`config.mk`:
```
export PLATFORM = sky130hd
export DESIGN_NAME = poly_tone_gen
export DESIGN_NICKNAME = d
export VERILOG_FILES = /design/src/rtl/poly_tone_gen.sv
export SDC_FILE = /design/constraint.sdc
export NUM_CORES = 1
export LEC_CHECK = 0
export BUFFER_PORTS_ARGS = -buffer_cell sky130_fd_sc_hd__buf_2
export CORE_UTILIZATION = 45
export CTS_CLUSTER_DIAMETER = 200
export CTS_CLUSTER_SIZE = 8
export DETAILED_ROUTE_END_ITERATION = 6
export PLACE_DENSITY = 0.63
export SYNTH_ARGS = -nofsm -noshare
export SYNTH_HDL_FRONTEND = slang
export SYNTH_SLANG_ARGS = --single-unit
```
`constraint.sdc`:
```
create_clock -name CLOCK_50 -period 5.5 [get_ports CLOCK_50]
set_clock_uncertainty 0.05 [all_clocks]
set_input_delay 0.825 -clock CLOCK_50 [delete_from_list [all_inputs] [get_ports CLOCK_50]]
set_output_delay 0.825 -clock CLOCK_50 [all_outputs]
set_load 0.005 [all_outputs]
```
`src/rtl/poly_tone_gen.sv`:
```
// poly_tone_gen: NUM_CH-voice square-wave tone generator with per-voice
// duration timers, a signed mixer and the codec sample-write strobe.
// Optional decaying envelope: define POLY_TONE_ENV_EN.
module poly_tone_gen #(
  parameter int unsigned      NUM_CH    = 4,
  parameter int unsigned      HALF_W    = 20,
  parameter int unsigned      DUR_W     = 26,
  parameter int unsigned      OUT_W     = 32,
  parameter logic [OUT_W-1:0] AMP       = OUT_W'(32'h0100_0000),
  parameter int unsigned      ENV_SHIFT = 22
) (
  input  logic                                           CLOCK_50,
  input  logic                                           reset_n,
  input  logic                                           note_valid,
  output logic                                           note_ready,
  input  logic [((NUM_CH > 1) ? $clog2(NUM_CH) : 1)-1:0] note_ch,
  input  logic [HALF_W-1:0]                              note_half_wav,
  input  logic [DUR_W-1:0]                               note_dur,
  output logic [NUM_CH-1:0]                              ch_busy,
  output logic [NUM_CH-1:0]                              ch_done,
  input  logic                                           audio_out_allowed,
  output logic                                           write_audio_out,
  output logic [OUT_W-1:0]                               sample_out
);

  localparam int unsigned CH_W = (NUM_CH > 1) ? $clog2(NUM_CH) : 1;

  // Elaboration-time sanity checks on the configuration
  if (NUM_CH < 1 || NUM_CH > 8) begin : g_bad_num_ch
    $error("poly_tone_gen: NUM_CH must be 1..8");
  end
  if (ENV_SHIFT < 1 || ENV_SHIFT > 30) begin : g_bad_env_shift
    $error("poly_tone_gen: ENV_SHIFT must be 1..30");
  end
  if ((64'(NUM_CH) * 64'(AMP)) >= (64'd1 << (OUT_W - 1))) begin : g_bad_amp
    $error("poly_tone_gen: NUM_CH*AMP overflows the signed sample");
  end

  typedef enum logic {
    V_IDLE = 1'b0,
    V_PLAY = 1'b1
  } voice_state_t;

  voice_state_t      state_q [NUM_CH];
  voice_state_t      state_d [NUM_CH];
  logic [HALF_W-1:0] phase_q [NUM_CH];
  logic [HALF_W-1:0] phase_d [NUM_CH];
  logic [HALF_W-1:0] half_q  [NUM_CH];
  logic [HALF_W-1:0] half_d  [NUM_CH];
  logic [DUR_W-1:0]  dur_q   [NUM_CH];
  logic [DUR_W-1:0]  dur_d   [NUM_CH];
  logic              pol_q   [NUM_CH];
  logic              pol_d   [NUM_CH];
  logic [NUM_CH-1:0] done_q;
  logic [NUM_CH-1:0] done_d;
  logic [NUM_CH-1:0] hit;
  logic [OUT_W-1:0]  mag     [NUM_CH];
  logic [OUT_W-1:0]  mix;
  logic              ready_q;
  logic              wr_q;
  logic [OUT_W-1:0]  sample_q;
  logic              accept;

`ifdef POLY_TONE_ENV_EN
  logic [2:0]           atten_q [NUM_CH];
  logic [2:0]           atten_d [NUM_CH];
  logic [ENV_SHIFT-1:0] env_q   [NUM_CH];
  logic [ENV_SHIFT-1:0] env_d   [NUM_CH];
`endif

  assign accept = note_valid && ready_q;

  // Decode which voice (if any) the accepted request targets
  always_comb begin
    hit = '0;
    for (int unsigned i = 0; i < NUM_CH; i++) begin
      hit[i] = accept && (note_ch == CH_W'(i));
    end
  end

  // Per-voice next state: an accept overrides the running note, so a
  // retrigger on the final cycle suppresses that note's done pulse
  always_comb begin
    for (int unsigned i = 0; i < NUM_CH; i++) begin
      state_d[i] = state_q[i];
      phase_d[i] = phase_q[i];
      half_d[i]  = half_q[i];
      dur_d[i]   = dur_q[i];
      pol_d[i]   = pol_q[i];
      done_d[i]  = 1'b0;
`ifdef POLY_TONE_ENV_EN
      atten_d[i] = atten_q[i];
      env_d[i]   = env_q[i];
`endif
      if (hit[i]) begin
        half_d[i]  = note_half_wav;
        dur_d[i]   = note_dur;
        phase_d[i] = '0;
        pol_d[i]   = 1'b1;
        state_d[i] = (note_dur != '0) ? V_PLAY : V_IDLE;
        done_d[i]  = (note_dur == '0);
`ifdef POLY_TONE_ENV_EN
        atten_d[i] = '0;
        env_d[i]   = '0;
`endif
      end else if (state_q[i] == V_PLAY) begin
        dur_d[i] = dur_q[i] - DUR_W'(1);
        if (half_q[i] != '0) begin
          if (phase_q[i] == half_q[i] - HALF_W'(1)) begin
            phase_d[i] = '0;
            pol_d[i]   = ~pol_q[i];
          end else begin
            phase_d[i] = phase_q[i] + HALF_W'(1);
          end
        end
        if (dur_q[i] == DUR_W'(1)) begin
          state_d[i] = V_IDLE;
          done_d[i]  = 1'b1;
        end
`ifdef POLY_TONE_ENV_EN
        env_d[i] = env_q[i] + ENV_SHIFT'(1);
        if ((env_q[i] == '1) && (atten_q[i] != 3'd7)) begin
          atten_d[i] = atten_q[i] + 3'd1;
        end
`endif
      end
    end
  end

  // Voice state registers; reset aborts all voices without done pulses
  always_ff @(posedge CLOCK_50 or negedge reset_n) begin
    if (!reset_n) begin
      for (int unsigned i = 0; i < NUM_CH; i++) begin
        state_q[i] <= V_IDLE;
        phase_q[i] <= '0;
        half_q[i]  <= '0;
        dur_q[i]   <= '0;
        pol_q[i]   <= 1'b0;
`ifdef POLY_TONE_ENV_EN
        atten_q[i] <= '0;
        env_q[i]   <= '0;
`endif
      end
      done_q  <= '0;
      ready_q <= 1'b0;
    end else begin
      for (int unsigned i = 0; i < NUM_CH; i++) begin
        state_q[i] <= state_d[i];
        phase_q[i] <= phase_d[i];
        half_q[i]  <= half_d[i];
        dur_q[i]   <= dur_d[i];
        pol_q[i]   <= pol_d[i];
`ifdef POLY_TONE_ENV_EN
        atten_q[i] <= atten_d[i];
        env_q[i]   <= env_d[i];
`endif
      end
      done_q  <= done_d;
      ready_q <= 1'b1;
    end
  end

  // Per-voice peak magnitude (attenuated when the envelope is built in)
  always_comb begin
    for (int unsigned i = 0; i < NUM_CH; i++) begin
`ifdef POLY_TONE_ENV_EN
      mag[i] = AMP >> atten_q[i];
`else
      mag[i] = AMP;
`endif
    end
  end

  // Two's-complement mix of all sounding voices; AMP bound rules out overflow
  always_comb begin
    mix = '0;
    for (int unsigned i = 0; i < NUM_CH; i++) begin
      if ((state_q[i] == V_PLAY) && (half_q[i] != '0)) begin
        mix = pol_q[i] ? (mix + mag[i]) : (mix - mag[i]);
      end
    end
  end

  // Codec handshake: strobe follows allowed by one cycle, sample holds otherwise
  always_ff @(posedge CLOCK_50 or negedge reset_n) begin
    if (!reset_n) begin
      wr_q     <= 1'b0;
      sample_q <= '0;
    end else begin
      wr_q <= audio_out_allowed;
      if (audio_out_allowed) begin
        sample_q <= mix;
      end
    end
  end

  // Output mapping
  always_comb begin
    note_ready      = ready_q;
    ch_done         = done_q;
    write_audio_out = wr_q;
    sample_out      = sample_q;
    for (int unsigned i = 0; i < NUM_CH; i++) begin
      ch_busy[i] = (state_q[i] == V_PLAY);
    end
  end

endmodule

```
# Yosys cells after proc, flatten, opt, wreduce, memory -nomap -nowiden
# Cells that the tools add are included.
# totals
ff_bits,310
inputBits,52
word_cells,166
# classes
n_reduce_logical,36
bitwise,4
eq_ne,11
muxes,73
add_sub_neg,18
# op_table
cell,count
two-way mux 20 bit,16
two-way mux 32 bit,8
two-way mux 26 bit,8
== test 26 x 1 -> 1 bit (second input constant),4
subtractor 26 x 1 -> 26 bit (second input constant),4
adder 32 x 25 -> 32 bit (second input constant),3
subtractor 32 x 25 -> 32 bit (second input constant),3
adder 20 x 1 -> 20 bit (second input constant),4
== test 20 bit,4
nonzero test 20 bit,4
subtractor 20 x 1 -> 20 bit (second input constant),4
two-way mux 1 bit,41
zero test 26 bit,1
nonzero test 26 bit,1
nonzero test 2 bit,12
AND reduction 3 bit,4
logical AND 1 bit,9
AND reduction 2 bit,4
== test 2 bit (second input constant),2
NOT 1 bit,4
== test 2 x 1 -> 1 bit (second input constant),1
zero test 2 bit,1

# Logic depth before layout (Yosys ltp)
# Gate-level depths: netlist (run 1).
# logic_depth
ltp_word,12
ltp_mapped,25

# Least setup slack after synthesis (run 1)
# OpenSTA, ideal clock, no wires.
# synth_path
path_kind,register -> register
start,register half_q[69] in the netlist's numbering
end,"register sample_q[31], in the netlist sample_out[31]"
stages_incl_launch_ff,22
required_ns,5.313
setup_slack_ns,0.017
arrival_time_ns,5.296
cell_sequence,dfrtp_1 -> or4_1 -> or4_1 -> o41a_1 -> clkbuf_1 -> nand2b_1 -> fa_1 -> inv_1 -> fa_1 -> a21o_1 -> ha_1 -> or2_2 -> a31oi_1 -> xor2_1 -> a21oi_1 -> ha_1 -> and3_1 -> a21oi_1 -> nand2_1 -> a211oi_2 -> xnor2_1 -> a21oi_1
# synth_between
elab_chain_len,12
# synth_lines
element,line,rtl
start: declaration,48,logic [HALF_W-1:0] half_q [NUM_CH];
start signal: indexed assignment,150,half_q[i] <= half_d[i];
nonzero test 20 bit *,178,if ((state_q[i] == V_PLAY) && (half_q[i] != '0)) begin
logical AND 1 bit *,178,
two-way mux 32 bit *,178,
subtractor 32 x 25 -> 32 bit / adder 32 x 25 -> 32 bit (equally long branches),179,mix = pol_q[i] ? (mix + mag[i]) : (mix - mag[i]);
two-way mux 32 bit,179,
two-way mux 32 bit *,178,
subtractor 32 x 25 -> 32 bit / adder 32 x 25 -> 32 bit (equally long branches),179,
two-way mux 32 bit,179,
two-way mux 32 bit *,178,
subtractor 32 x 25 -> 32 bit / adder 32 x 25 -> 32 bit (equally long branches),179,
two-way mux 32 bit,179,
two-way mux 32 bit *,178,
end signal: assignment,192,sample_q <= mix;
end: declaration,61,logic [OUT_W-1:0] sample_q;
# Mark *: on every way between the ends. The rest lies on a longest branch, timed or not.
# A chain may end at the register's enable or synchronous reset.

# Final worst setup path (run 1)
# Ends and elaborated chain as after synthesis.

==> results of run 1 <==
flip-flops by register name (all words and copies together) (netlist names):
signal,cells
ch_busy,4
ch_done,4
dur_q,104
half_q,80
note_ready,1
phase_q,80
pol_q,4
sample_out,8
write_audio_out,1
kinds of logic after synthesis:
group	synth area share, %
other cells	0.0434
flops	41.4
mux	1.22
compound gates	13.3
xor+xnor	10.5
fa+ha+maj	2.86
simple gates	26.9
buf+inv	3.75
power by group through the flow:
stage / clock network (µW) / registers (µW) / logic, µW
after floorplan: 0 / 3010 / 1450
after global placement: 0 / 3150 / 1820
after detailed placement: 0 / 3170 / 1870
after CTS: 2300 / 3150 / 1890
after global routing: 2390 / 3230 / 2150
final: 2240 / 3150 / 1900
critical path, cell delays in order, from the launching register on:
cell	delay, ps
dfrtp_1	380
or4_4	540
or4_4	430
o41a_1	490
nand2b_1	140
fa_1	180
inv_1	50
fa_1	430
a21o_1	200
buf_4	130
buf_4	130
ha_2	370
nand3_1	90
o21ai_1	160
xnor2_1	140
o21ai_1	110
ha_1	340
or3_1	340
a31oi_2	150
a211oi_2	70
xnor2_1	150
a21oi_1	80
per-stage QoR:
stage          util (%)  instance area, µm²
2_1_floorplan         -               17400
3_3_place_gp       48.0               18100
3_5_place_dp       48.0               18100
4_1_cts            50.9               19200
5_1_grt            51.2               19300
6_report           51.2               19300
synthesized netlist by cell type, types with 15 or more instances:
cell      instances
nand2_1         455
dfrtp_1         286
o21ai_0         203
xnor2_1         147
nor2_1          127
a21oi_1          88
clkbuf_1         74
nor3_1           62
xor2_1           59
nand3_1          54
nor4_1           54
and3_1           49
inv_1            33
ha_1             30
or3_1            30
a31oi_1          29
buf_4            24
nand2b_1         24
or4_1            17
nand4_1          15
or3b_2           15
area by class of cell:
class	instances	share of cell area [%]
inverters	33	0.640
multi-input cells	1662	50.2
flip-flops and latches	286	37.0
clock buffers	42	5.37
well taps	511	3.30
clock inverters	3	0.213
repair buffers	104	3.26
metal layers:
| metal | vias to the layer above | track usage (%) | part of all wire [%] |
|---|---|---|---|
| met2 | 318 | 42.0 | 48 |
| met5 | - | 0 | 0 |
| met4 | 0 | 6.60 | 2.0 |
| met3 | 55 | 3.51 | 4.7 |
| li1 | 7244 | - | - |
| met1 | 7088 | 32.5 | 45 |
what timing repair did:
action,4_1_cts,5_1_grt
setup endpoints to repair,0,4
setup buffers,0,4
gates resized for setup,0,23
hold buffers,0,0
worst paths after layout:
check                                           start                          to  slack, ps  cells after the start
max                            half_q[69]$_DFFE_PN0P_  sample_out[31]$_DFFE_PN0P_        220                     21
min                                           reset_n     phase_q[32]$_DFFE_PN0P_        290                      1
max reg2reg                    half_q[69]$_DFFE_PN0P_  sample_out[31]$_DFFE_PN0P_        220                     21
min reg2reg                sample_out[29]$_DFFE_PN0P_  sample_out[29]$_DFFE_PN0P_        460                      2
max in group asynchronous                     reset_n       dur_q[94]$_DFFE_PN0P_       3830                      2
min in group CLOCK_50      sample_out[29]$_DFFE_PN0P_  sample_out[29]$_DFFE_PN0P_        460                      2
==> flow_metrics.py, run 1 <==
metrics = {
    "detailed_routing": {
        "vias": 14700,
        "wl_um": 47300,
        "vias_per_cell": 5.57,
        "drt-initial-drc-count": 819,
        "drt_first_pass_iters": 5,
        "post_drt_wl_per_cell_um": 17.9,
        "final_antenna_net_count": 0,
        "drc": 0,
    },
    "layout": {
        "mostFrequentLayoutCells": "454 x nand2_1, 286 x dfrtp_1, 199 x o21ai_0",
        "nets": 2216,
        "fin_cells": 2641,
        "area_growth_pct": 11.8,
        "drive_above_1_share_pct": 10.1,
        "multi_input_area_mm2": 0.00971,
        "regArea_mm2": 0.00716,
        "antenna_cells": 0,
        "nFillCells": 3601,
        "mostFrequentLayoutCell": "nand2_1",
    },
    "sta": {
        "fin_ws_ps": 224,
        "finalCritPeriodShare_pct": 95.9,
        "timing.hold.ws_ps": 288,
        "slew_headroom_pct": 30.4,
        "slew_viol_final": 0,
        "fin_crit_ps": 5280,
        "max_freq_mhz": 190,
        "worst_slew_pin_slew_ps": 1030,
        "final_hold_viol_count": 0,
        "setup_tns_ps": 0,
        "setup_viol": 0,
    },
    "floorplanning": {
        "rows": 71,
        "die_h_um": 198,
        "num_io_pins": 94,
        "initial_core_util_pct": 45.8,
        "die_w_um": 198,
        "fp.dieArea_mm2": 0.0392,
        "core_mm2": 0.0378,
    },
    "logic_synthesis": {
        "yosys_register_bits": 286,
        "synth_cell_types": 71,
        "ys_warn_count": 0,
        "syn_area_mm2": 0.0173,
        "synthCells": 2069,
        "avgSynthCellArea_um2": 8.36,
        "ys_top_cells_by_area": "dfrtp_1 41%, nand2_1 9.9%, xnor2_1 7.4%, o21ai_0 5.9%, xor2_1 3.0%",
        "ys_seq_area_share_pct": 41.4,
        "synth_top_area_share_pct": 41.4,
        "synth_edf_count": 0,
        "synth_top_flop_cell": "dfrtp_1",
        "async_flop_share_pct": 100,
        "yosysTopAreaCell": "dfrtp_1",
    },
    "clock_tree": {
        "cts_root_buf": "clkbuf_16",
        "cts.sinks": 286,
        "htree_levels": 2,
        "numCtsBuffers": 41,
        "cts_tree": "done",
        "clk_pin_slew_ps": 50,
        "cts_buffer_depth": 3,
        "worstSkewPairLatency_ps": 540,
    },
    "power_and_ir_drop": {
        "p_seq_share_pct": 43.3,
        "comb_power_share_pct": 26.0,
        "cellLeakagePower_uw": 0.00809,
        "p_switching_uw": 2510,
        "p_int_uw": 4770,
        "p_per_area_mw_per_mm2": 376,
        "peakVddDrop_mv": 0.229,
        "p_clk_share_pct": 30.7,
        "total_power_uw": 7280,
        "p_sw_share_pct": 34.5,
    },
    "critical_path": {
        "cp.arrival_ps": 5630,
        "worstSetupStartpointType": "register",
        "critical_path_class": "register to register",
        "cp_max_fo": 4,
        "end_kind": "register",
        "worstPathRequired_ps": 5850,
    },
    "place": {
        "placed_cells": 2592,
        "hpwl_um": 33000,
        "gp_congestion": 0.938,
        "numPortBuffers": 69,
        "dpl_worst_slack_ps": 33.6,
    },
    "global_route": {
        "antenna_found_initial": 0,
        "overflow": 0,
        "grt_max_degree": 130,
        "track_usage_pct": 24.6,
        "grt_pass1_vias": 14100,
        "grt_pass1_wl_um": 75800,
    },
    "flow_run": {
        "cap_violations": 0,
    },
    "worst_hold_path": {
        "holdCritPathClass": "input pin to asynchronous set/reset pin",
    },
    "outcome": {
        "status": "complete, no violations",
    },
}
No activity file was read; power rests on OpenSTA's default activity.
==> run 2: changes to the inputs <==
Settings changed: CORE_MARGIN set to 2, MAX_ROUTING_LAYER set to met4.
==> run 2 against run 1 <==
  * Worst setup slack worse by 92 ps
  * Final cell count unchanged
  * Sequential power is essentially flat
  * Highest routed layer unchanged
==> flow_metrics.py, run 2 (synthesis results as in run 1) <==
metrics = {
    "floorplanning": {
        "die_w_um": 200,
        "fp.dieArea_mm2": 0.0400,
        "initial_core_util_pct": 45.8,
        "rows": 71,
        "die_h_um": 200,
        "core_mm2": 0.0378,
        "num_io_pins": 94,
    },
    "detailed_routing": {
        "drt-initial-drc-count": 881,
        "drc": 0,
        "post_drt_wl_per_cell_um": 18.2,
        "vias_per_cell": 5.65,
        "drt_first_pass_iters": 5,
        "vias": 14900,
        "final_antenna_net_count": 0,
        "wl_um": 48100,
    },
    "global_route": {
        "track_usage_pct": 25.2,
        "grt_pass1_vias": 14600,
        "overflow": 0,
        "grt_pass1_wl_um": 77300,
        "grt_max_degree": 107,
        "antenna_found_initial": 0,
    },
    "critical_path": {
        "cp.arrival_ps": 5720,
        "cp_common_cell": "a21o_1",
        "worstPathRequired_ps": 5850,
        "end_kind": "register",
        "critical_path_class": "register to register",
        "cp_max_fo": 5,
        "crit_family": "compound AO/OA/AOI/OAI gates",
        "crit_chain": "or4_4 > or4_4 > o41a_1 > buf_4 > fa_1 > a21oi_4 > fa_2 > fa_1 > a21oi_2 > ha_4 > a21o_1 > a21o_1 > a21o_1 > a21oi_2 > xor2_1 > nor2_1 > a21oi_1 > a21oi_1",
        "slowest_stage": "fa_1",
        "crit_buf_inv": 1,
        "worstSetupStartpointType": "register",
        "slowest_delay_ps": 550,
    },
    "clock_tree": {
        "clk_pin_slew_ps": 50,
        "worstSkewPairLatency_ps": 540,
        "htree_levels": 2,
        "cts_buffer_depth": 3,
        "cts_root_buf": "clkbuf_16",
        "cts.sinks": 286,
        "numCtsBuffers": 41,
        "cts_tree": "done",
    },
    "outcome": {
        "status": "complete, no violations",
    },
    "place": {
        "gp_congestion": 0.903,
        "placed_cells": 2592,
        "dpl_cell_area_mm2": 0.0181,
        "numPortBuffers": 69,
        "hpwl_um": 33300,
    },
    "sta": {
        "max_freq_mhz": 186,
        "finalCritPeriodShare_pct": 97.6,
        "slew_headroom_pct": 31.6,
        "fin_crit_ps": 5370,
        "final_hold_viol_count": 0,
        "setup_viol": 0,
        "worst_slew_pin_slew_ps": 1030,
        "slew_viol_final": 0,
    },
    "power_and_ir_drop": {
        "p_clk_share_pct": 30.8,
        "p_switching_uw": 2510,
        "cellLeakagePower_uw": 0.00811,
        "p_per_area_mw_per_mm2": 378,
        "peakVddDrop_mv": 0.218,
        "comb_power_share_pct": 26.0,
        "p_int_uw": 4800,
        "p_seq_share_pct": 43.2,
        "p_sw_share_pct": 34.3,
    },
    "layout": {
        "largest_reg_flops": 104,
        "mostFrequentLayoutCell": "nand2_1",
        "nets": 2217,
        "nFillCells": 3580,
        "mostFrequentLayoutCells": "454 x nand2_1, 286 x dfrtp_1, 200 x o21ai_0",
        "regMostFlops": "dur_q",
        "final_area_mm2": 0.0193,
        "top_regs": "dur_q (104), half_q (80), phase_q (80)",
        "antenna_cells": 0,
        "fin_cells": 2641,
        "area_growth_pct": 11.8,
        "regArea_mm2": 0.00716,
        "final_util_pct": 51.2,
        "multi_input_area_mm2": 0.00971,
        "drive_above_1_share_pct": 10.0,
    },
    "worst_hold_path": {
        "holdCritPathClass": "input pin to asynchronous set/reset pin",
    },
    "flow_run": {
        "cap_violations": 0,
    },
}
## run 2: repair_timing
| action | in CTS | in global routing |
|---|---|---|
| setup buffers | 2 | 3 |
| hold buffers | 0 | 0 |
| setup endpoints to repair | 2 | 4 |
| gates resized for setup | 1 | 20 |
| pin swaps | 1 | 7 |
## run 2: worst paths after layout
kind | startpoint | end | slack, ps | cells after the start
setup / recovery | half_q[69]$_DFFE_PN0P_ | sample_out[30]$_DFFE_PN0P_ | 130 | 18
hold / removal | reset_n | half_q[34]$_DFFE_PN0P_ | 200 | 1
setup reg to reg | half_q[69]$_DFFE_PN0P_ | sample_out[30]$_DFFE_PN0P_ | 130 | 18
hold reg to reg | phase_q[59]$_DFFE_PN0P_ | phase_q[59]$_DFFE_PN0P_ | 460 | 1
max in group asynchronous | reset_n | phase_q[15]$_DFFE_PN0P_ | 3990 | 2
min in group CLOCK_50 | phase_q[59]$_DFFE_PN0P_ | phase_q[59]$_DFFE_PN0P_ | 460 | 1
## run 2: worst reg2reg max path, cell delays in order, from the launching register on
cell and delay, ps:
dfrtp_1 380, or4_4 540, or4_4 440, o41a_1 470, buf_4 180, fa_1 550, a21oi_4 80, fa_2 430
fa_1 460, a21oi_2 220, ha_4 250, a21o_1 160, a21o_1 220, a21o_1 210, a21oi_2 160, xor2_1 150
nor2_1 50, a21oi_1 130, a21oi_1 90
## run 2: area by class of cell
cell class              count  share of cell area, %
clock buffers              43                   5.50
repair buffers            105                   3.30
multi-input cells        1662                   50.2
inverters                  33                  0.640
clock inverters             1                 0.0841
flip-flops and latches    286                   37.0
well taps                 511                   3.30
## run 2: power by group through the flow
stage	clock network (µW)	logic, µW	registers [µW]
after floorplan	0	1450	3010
after global placement	0	1820	3150
after detailed placement	0	1870	3170
after CTS	2310	1890	3150
after global routing	2390	2160	3240
final	2250	1900	3160
## run 2: per-layer routing
| layer | vias up | wire length (µm) | track usage (%) |
|---|---|---|---|
| li1 | 7239 | - | - |
| met2 | 384 | 22600 | 40.9 |
| met1 | 7172 | 21500 | 32.5 |
| met3 | 115 | 2350 | 3.43 |
| met5 | - | 0 | - |
| met4 | 0 | 1690 | 9.00 |
## run 2: through the flow
| step | power [µW] | worst slack [ps] | TNS (ps) | hold slack (ps) |
|---|---|---|---|---|
| detailed placement | 5040 | -15.3 | -27.3 | 450 |
| global route | 7790 | -52.6 | -62.7 | 245 |
| global placement | 4970 | 105 | 0 | 444 |
| floorplan | 4470 | 17.1 | 0 | 414 |
| CTS | 7340 | 42.6 | 0 | 228 |
| finish | 7310 | 132 | 0 | 203 |
==> run 3: changes to the inputs <==
Settings changed: ABC_AREA set to 1, CELL_PAD_IN_SITES_DETAIL_PLACEMENT set to 1, CELL_PAD_IN_SITES_GLOBAL_PLACEMENT set to 2, CORE_UTILIZATION 45 to 34, CTS_BUF_LIST set to sky130_fd_sc_hd__clkbuf_16, PLACE_DENSITY 0.63 to 0.76.
==> run 3 against run 2 <==
  * Area after synthesis rose by 7.1%
  * Sequential power rose by 11%
  * Worst setup slack improved by 340 ps
  * Power rose by 30%
  * Die area rose by 41%
  * Global-route usage fell by 2.6 points
  * Critical endpoint is now sample_out[31]$_DFFE_PN0P_
  * Routed wire length rose by 27%
  * Clock-buffer cell count did not move
  * Via count rose by 7.8%
  * Highest routed layer unchanged
  * Non-clock buffer count fell by 14
==> flow_metrics.py, run 3 <==
metrics = {
    "outcome": {
        "status": "complete, no violations",
    },
    "layout": {
        "regArea_mm2": 0.00716,
        "final_util_pct": 38.4,
        "area_growth_pct": 11.5,
        "drive_above_1_share_pct": 10.4,
        "multi_input_area_mm2": 0.0101,
        "mostFrequentLayoutCell": "nand2_1",
        "nets": 2511,
        "largest_reg_flops": 104,
        "fin_cells": 3121,
        "top_regs": "dur_q (104), half_q (80), phase_q (80)",
        "final_area_mm2": 0.0207,
        "nFillCells": 6552,
        "regMostFlops": "dur_q",
        "mostFrequentLayoutCells": "528 x nand2_1, 286 x dfrtp_1, 245 x nor2_1",
        "antenna_cells": 0,
    },
    "logic_synthesis": {
        "synthMuxAreaShare_pct": 0,
        "synthCells": 2358,
        "synth-compound-area-share_pct": 11.2,
        "synth_fa_ha_area_share_pct": 2.67,
        "yosys_register_bits": 286,
        "post-synth-top-count-cell": "nand2_1",
        "synth_simple_gate_area_share_pct": 27.4,
        "syn_area_mm2": 0.0185,
        "synth_top_area_share_pct": 38.6,
        "synth_edf_count": 0,
        "ys_seq_area_share_pct": 38.6,
        "synth_xor_area_share_pct": 12.6,
        "synth_top_family_by_area": "simple AND/OR/NAND/NOR gates",
        "synth_cell_types": 63,
        "ys_top_cells_by_area": "dfrtp_1 39%, nand2_1 11%, xor2_1 8.8%, nor2_1 5.0%, inv_1 4.8%",
        "async_flop_share_pct": 100,
        "ys_warn_count": 0,
        "synth_common_cells": "528 x nand2_1, 286 x dfrtp_1, 247 x nor2_1",
        "synth_top_flop_cell": "dfrtp_1",
        "yosysTopAreaCell": "dfrtp_1",
        "avgSynthCellArea_um2": 7.86,
    },
    "global_route": {
        "grt_pass1_wl_um": 97400,
        "overflow": 0,
        "track_usage_pct": 22.6,
        "grt_max_degree": 109,
        "grt_pass1_vias": 16900,
        "antenna_found_initial": 0,
    },
    "critical_path": {
        "reg2reg_from": "half_q[60]$_DFFE_PN0P_",
        "cp_common_cell": "nand2_1",
        "cp_max_fo": 5,
        "r2r_slack_ps": 470,
        "reg2reg_depth": 31,
        "worstSetupStartpointType": "register",
        "slowest_delay_ps": 400,
        "cp.arrival_ps": 5420,
        "end_kind": "register",
        "crit_buf_inv": 4,
        "critical_path_class": "register to register",
        "crit_family": "simple AND/OR/NAND/NOR gates",
        "worstPathRequired_ps": 5890,
        "slowest_stage": "fa_1",
        "reg2reg_to": "sample_out[31]$_DFFE_PN0P_",
    },
    "floorplanning": {
        "die_w_um": 237,
        "core_mm2": 0.0538,
        "num_io_pins": 94,
        "rows": 85,
        "fp.dieArea_mm2": 0.0564,
        "initial_core_util_pct": 34.4,
        "die_h_um": 237,
    },
    "sta": {
        "fin_crit_ps": 5030,
        "final_hold_viol_count": 0,
        "finalCritPeriodShare_pct": 91.4,
        "worst_slew_pin_slew_ps": 935,
        "setup_tns_ps": 0,
        "max_freq_mhz": 199,
        "setup_viol": 0,
        "slew_headroom_pct": 37.6,
        "slew_viol_final": 0,
        "rsz0062_at_grt": "no",
    },
    "clock_tree": {
        "postCtsSetupBuffers": 0,
        "htree_levels": 2,
        "numCtsBuffers": 41,
        "clk_pin_slew_ps": 50,
        "cts_buffer_depth": 3,
        "worstSkewPairLatency_ps": 560,
        "cts_root_buf": "clkbuf_16",
        "cts.sinks": 286,
        "cts_tree": "done",
    },
    "place": {
        "hpwl_um": 44100,
        "gp_congestion": 0.811,
        "dpl_cell_area_mm2": 0.0196,
        "numPortBuffers": 69,
        "placed_cells": 3076,
    },
    "power_and_ir_drop": {
        "cellLeakagePower_uw": 0.00935,
        "p_sw_share_pct": 41.9,
        "p_seq_share_pct": 36.6,
        "p_per_area_mw_per_mm2": 461,
        "peakVddDrop_mv": 0.196,
        "p_int_uw": 5540,
        "p_clk_share_pct": 24.6,
        "p_switching_uw": 4000,
        "comb_power_share_pct": 38.8,
    },
    "detailed_routing": {
        "final_antenna_net_count": 0,
        "drt-initial-drc-count": 802,
        "wl_um": 61200,
        "drc": 0,
        "post_drt_wl_per_cell_um": 19.6,
        "drt_first_pass_iters": 5,
        "vias_per_cell": 5.15,
        "vias": 16100,
    },
    "worst_hold_path": {
        "holdCritPathClass": "input pin to asynchronous set/reset pin",
    },
    "flow_run": {
        "cap_violations": 0,
    },
}
==> run 3: cell types whose count changed in the layout (fill, tap and decap cells not counted), sizes merged, moves of 36 or more <==
cell	change
xor2	+127
inv	+208
nand3	+85
o21ai	-80
nor2	+149
o211ai	+36
xnor2	-71
and3	-46
o221ai	+52
nand2	+97
==> run 3: how the worst max path moves through the flow <==
stage	slack (ps)	cells after the start	to	from
2_1_floorplan	920	31	sample_out[31]$_DFFE_PN0P_	half_q[60]$_DFFE_PN0P_
3_3_place_gp	490	31	sample_out[31]$_DFFE_PN0P_	half_q[60]$_DFFE_PN0P_
3_5_place_dp	320	31	sample_out[31]$_DFFE_PN0P_	half_q[60]$_DFFE_PN0P_
4_1_cts	300	31	sample_out[31]$_DFFE_PN0P_	half_q[60]$_DFFE_PN0P_
5_1_grt	40	32	sample_out[31]$_DFFE_PN0P_	half_q[60]$_DFFE_PN0P_
6_report	470	31	sample_out[31]$_DFFE_PN0P_	half_q[60]$_DFFE_PN0P_
==> run 3: cell families (layout without fill, tap and decap cells) <==
kind of cell,Yosys count,in the layout
simple gates,1111,1111
buf+inv,335,379
compound gates,324,324
flops,286,286
xor+xnor,264,264
fa+ha+maj,36,36
other cells,2,25
==> run 3: layout make-up <==
type	count	share of cell area (%)
sequential	286	34.6
timing repair buffer	91	2.64
tap	696	4.21
clock inverter	2	0.0605
multi-input combinational	1760	48.8
inverter	243	4.41
clock buffer	43	5.21
==> run 3: metal layers <==
metal	wire length [µm]	vias up	track usage, %
met2	27100	207	34.3
met5	0	-	-
met4	1710	0	6.69
met3	1880	92	2.87
met1	30600	7984	31.6
li1	-	7786	-
==> run 3: power by group through the flow <==
| stage | registers (µW) | clock network [µW] | logic (µW) |
|---|---|---|---|
| floorplan | 3300 | 0 | 2840 |
| global placement | 3490 | 0 | 3560 |
| detailed placement | 3520 | 0 | 3710 |
| CTS | 3490 | 2420 | 3730 |
| global route | 3600 | 2480 | 4250 |
| finish | 3500 | 2340 | 3700 |
==> run 3: worst reg2reg max path: cells and delay by family, from the launching register on <==
family	cells	cell delay, ps
AND/OR/NAND/NOR	20	2240
adder cells (fa/ha/maj)	5	1630
flip-flops	1	370
buffers and inverters	4	320
AO/OA/AOI/OAI	2	310
==> run 3: through the flow <==
step / hold WS [ps] / setup slack [ps] / power (µW)
3_3_place_gp: 421 / 485 / 7050
4_1_cts: 230 / 302 / 9640
6_report: 176 / 471 / 9540
3_5_place_dp: 415 / 321 / 7220
5_1_grt: 254 / 36.7 / 10300
2_1_floorplan: 405 / 916 / 6140
==> run 3: repair_timing <==
action	in CTS	in global routing
resized for setup	0	2
hold buffers	0	0
setup endpoints to repair	0	2
